## config.mk

```make
export PLATFORM = sky130hd
export DESIGN_NAME = instruction_fetch
export DESIGN_NICKNAME = d
export VERILOG_FILES = /design/src/rtl/instruction_fetch.sv
export SDC_FILE = /design/constraint.sdc
export NUM_CORES = 1
export LEC_CHECK = 0
export ABC_AREA = 1
export CAP_MARGIN = 0
export CORE_MARGIN = 1
export CORE_UTILIZATION = 40
export DETAILED_ROUTE_END_ITERATION = 16
export GPL_TIMING_DRIVEN = 0
export PLACE_DENSITY = 0.86
export SYNTH_ARGS = -nofsm -noshare
export SYNTH_HDL_FRONTEND = slang
export SYNTH_SLANG_ARGS = --single-unit
```

## constraint.sdc

```tcl
create_clock -name clk_i -period 4.9 [get_ports clk_i]
set_input_delay 0.98 -clock clk_i [delete_from_list [all_inputs] [get_ports clk_i]]
set_output_delay 0.98 -clock clk_i [all_outputs]
set_load 0.1 [all_outputs]
```

## src/rtl/instruction_fetch.sv

```systemverilog
// Fetch stage feeding a synchronous 1-cycle instruction ROM: PC register, stall and redirect.
// Optional performance counters are built only when IFETCH_PERF_EN is defined.
module instruction_fetch #(
    parameter int                  ADDR_WIDTH = 8,
    parameter int                  PC_WIDTH   = 32,
    parameter logic [PC_WIDTH-1:0] RESET_PC   = '0,
    parameter logic [31:0]         NOP_INSTR  = 32'h0000_0013
) (
    input  logic                  clk_i,
    input  logic                  rst_i,
    input  logic                  stall_i,
    input  logic                  redirect_i,
    input  logic [PC_WIDTH-1:0]   redirect_pc_i,
    output logic [ADDR_WIDTH-1:0] rom_addr_o,
    input  logic [31:0]           rom_data_i,
    output logic [31:0]           instr_o,
    output logic [PC_WIDTH-1:0]   pc_o,
    output logic                  valid_o,
    output logic [31:0]           fetch_cnt_o,
    output logic [31:0]           stall_cnt_o
);

    typedef enum logic {BOOT, RUN} state_t;

    state_t                state;
    logic [PC_WIDTH-1:0]   req_pc_p0;
    logic [PC_WIDTH-1:0]   nxt_pc;
    logic                  vld_p0;
    logic [1:0]            unused_redirect_lsb;

    function automatic logic [PC_WIDTH-1:0] seq_pc(input logic [PC_WIDTH-1:0] pc);
        return pc + PC_WIDTH'(4);
    endfunction

    function automatic logic [PC_WIDTH-1:0] word_align(input logic [PC_WIDTH-1:0] pc);
        return {pc[PC_WIDTH-1:2], 2'b00};
    endfunction

    assign unused_redirect_lsb = redirect_pc_i[1:0];

    // Request selection: redirect beats boot, boot beats stall.
    always_comb begin
        nxt_pc = req_pc_p0;
        if (redirect_i) begin
            nxt_pc = word_align(redirect_pc_i);
        end else if (state == RUN && !stall_i) begin
            nxt_pc = seq_pc(req_pc_p0);
        end
    end

    assign rom_addr_o = nxt_pc[ADDR_WIDTH+1:2];

    // req_pc_p0 always names the word currently presented on rom_data_i.
    always_ff @(posedge clk_i or posedge rst_i) begin
        if (rst_i) begin
            state     <= BOOT;
            req_pc_p0 <= RESET_PC;
        end else begin
            state     <= RUN;
            req_pc_p0 <= nxt_pc;
        end
    end

    assign vld_p0  = (state == RUN);
    assign instr_o = vld_p0 ? rom_data_i : NOP_INSTR;
    assign pc_o    = req_pc_p0;
    assign valid_o = vld_p0 & ~redirect_i;

`ifdef IFETCH_PERF_EN
    logic [31:0] fetch_cnt;
    logic [31:0] stall_cnt;

    always_ff @(posedge clk_i or posedge rst_i) begin
        if (rst_i) begin
            fetch_cnt <= '0;
            stall_cnt <= '0;
        end else begin
            if (valid_o && !stall_i) fetch_cnt <= fetch_cnt + 32'd1;
            if (valid_o && stall_i)  stall_cnt <= stall_cnt + 32'd1;
        end
    end

    assign fetch_cnt_o = fetch_cnt;
    assign stall_cnt_o = stall_cnt;
`else
    assign fetch_cnt_o = '0;
    assign stall_cnt_o = '0;
`endif

endmodule
```

==> results.yml <==
timing:
  min_period_ns: 4.53
  maxSlewHeadroom: 0.198
  worst_slew_pin_slew_ns: 1.20
  fin_ws_ns: 0.365
  timing.setup.tns_ns: 0
  hold_viol_final: 0
  fin_crit_sh: 0.925
  setup_viol: 0
  fin_skew_ns: 0.00994
  rsz0062_at_grt: "false"
  maxSlewViolCount: 0
  max_freq_mhz: 221
layout:
  nNetsFinal: 772
  layout-drive-gt1-share: 0.157
  diodes: 0
  n_fill_cell: 647
  final_common_cell: "nand2_1"
  mostFrequentLayoutCells: "nand2_1, clkdlybuf4s50_1, inv_1, buf_4, conb_1"
  syn2layout_area_growth_pct: 58.3
drt:
  dr.pass1.iters: 6
  drcViolationCount: 0
  final_antenna_net_count: 0
  drt_wl_total_um: 9200
  drtIter0Drc: 175
  via_per_inst: 4.36
  avgRoutedWirePerCell_um: 11.5
  vias: 3490
floorplan:
  die_y_um: 89.7
  core.rowCount: 31
  io_pins: 205
  die_width_um: 89.7
  core_area_um2: 7330
  start_util: 0.419
  die_area_um2: 8040
min_path:
  hp-class: "reg2reg"
  worst_hold_path.num_cells: 2
placed_design:
  portBuffers: 135
  post-place-ws_ns: 0.380
  dp_hpwl_um: 7370
  gp_congestion: 0.870
outcome:
  status: "finished, final reports clean"
clocking:
  clk_latency_ns: 0.29
  cts.sinks: 31
  clkTransAtPathRegs_ns: 0.06
  post_cts_buffers: 0
  cts_tree: "yes"
  cts_resized: 0
  cts-root-buf: "clkbuf_8"
  clockBufferDepth: 2
  cts_hold_buf: 0
  ctsHtreeMaxLevel: 2
  cts_buffers: 5
global_routing:
  grt_use_total: 0.224
  grt_pass1_vias: 3127
  grt-ovfl-total: 0
  grt_max_degree: 32
  antenna_found_initial: 0
  grt_pass1_wl_um: 13800
setup_path:
  path_buf_inv: 4
  critPathMaxFanout: 5
  crit_chain: "clkdlybuf4s50_1 > inv_1 > nand2_1 > nor2_2 > nand2_1 > xor2_1 > o21ai_0 > buf_4 > clkdlybuf4s50_1"
  required_ns: 3.92
  crit_cells: 9
  cp.arrival_ns: 3.55
  crit_path_max_incr_delay_ns: 1.12
  worst-r2r-cell-count: 8
  critical-path-top-delay-family: "buffers and inverters"
  rrSetupSlack_ns: 3.42
  end_kind: "primary output"
  start_kind: "input pin"
  crit_type: "in2out"
  slowest_stage: "clkdlybuf4s50_1"
logic_synthesis:
  yosysWarningCount: 0
  synth_area_leaders: "dfrtp_1, nand2_1, buf_4"
  syn_inst: 496
  yosys.area.top_type: "dfrtp_1"
  syn_area_um2: 3070
  syn_avg_cell_area_um2: 6.20
  yosysSeqAreaShare: 0.252
  synth.distinct_cells: 30
  synth_top_area_share: 0.252
  ys_seq_elements: 31
pwr:
  power-per-cell-area_nw_per_um2: 289
  ir_drop_mv: 0.195
  leakage_nw: 2.57
run:
  drv_cap: 0
[cell usage after synthesis]
master,count
and2_2,1
nand4_1,1
nand3b_1,1
nor2_4,5
clkbuf_1,4
xor2_1,2
ha_1,1
clkbuf_2,1
a21oi_1,3
nor2_1,30
nand2_2,4
nand3_1,46
inv_2,1
nand2_1,159
buf_1,1
clkinv_1,1
o21ai_0,21
nor2_2,10
buf_6,1
dfrtp_1,31
buf_4,75
conb_1,2
o21bai_1,8
nand2_4,2
buf_2,2
and2_1,2
inv_1,75
or2_2,3
o211ai_1,1
xnor2_1,2
[worst register-to-register path: stages, from the launching register on]
cell	delay, ns
dfrtp_1	0.41
ha_1	0.18
inv_1	0.07
nor2_4	0.19
nand2_1	0.13
nor2_2	0.16
nand3_1	0.09
nand3_1	0.09
nand2_1	0.05
[flip-flops by register name (all words and copies together) (netlist names)]
signal	flops
pc_o	30
state	1
[metrics by stage]
stage | instance area (um^2) | hold WS (ns) | cells | power (mW) | utilization
global route | 4870 | 0.643 | 801 | 1.46 | 0.664
detailed placement | 4790 | 0.601 | 795 | 1.21 | 0.654
floorplan | 3320 | 0.735 | 561 | 1.03 | -
CTS | 4870 | 0.619 | 801 | 1.40 | 0.664
finish | 4870 | 0.616 | 801 | 1.40 | 0.664
global placement | 4790 | 0.591 | 795 | 1.21 | 0.654
[logic make-up after synthesis]
logic type,synth area share
fa+ha+maj,0.00407
flops,0.252
other cells,0.00244
simple gates,0.377
buf+inv,0.292
compound gates,0.0611
xor+xnor,0.0114
[final cells by class]
cell class | instances | area [um^2] | area share
clock buffer | 6 | 72.6 | 0.0149
buffer | 84 | 608 | 0.125
timing repair buffer | 135 | 1350 | 0.278
sequential | 31 | 776 | 0.159
inverter | 77 | 289 | 0.0594
multi-input combinational | 369 | 1650 | 0.338
tap | 99 | 124 | 0.0255
[report_power, final]
group / internal [mW] / switching (mW) / total, mW
logic: 0.205 / 0.686 / 0.891
clock network: 0.0947 / 0.0979 / 0.193
registers: 0.282 / 0.0393 / 0.321
[final timing paths]
path / startpoint / endpoint
worst min-delay path: pc_o[11]$_DFFE_PP0P_ / pc_o[11]$_DFFE_PP0P_
worst min register to register: pc_o[11]$_DFFE_PP0P_ / pc_o[11]$_DFFE_PP0P_
worst max register to register: pc_o[2]$_DFF_PP0_ / pc_o[24]$_DFFE_PP0P_
worst max-delay path: stall_i / rom_addr_o[7]
max in group asynchronous: rst_i / pc_o[9]$_DFF_PP0_
min in group asynchronous: rst_i / pc_o[21]$_DFFE_PP0P_
[layer usage]
layer  GRT usage  up-vias  wire length [um]
met1       0.252     1531              3580
met2       0.398      177              4600
met3      0.0667       16               862
met4      0.0823        0               168
met5           0        -                 0
li1            -     1766                 -
(Power assumes the default switching activity.)
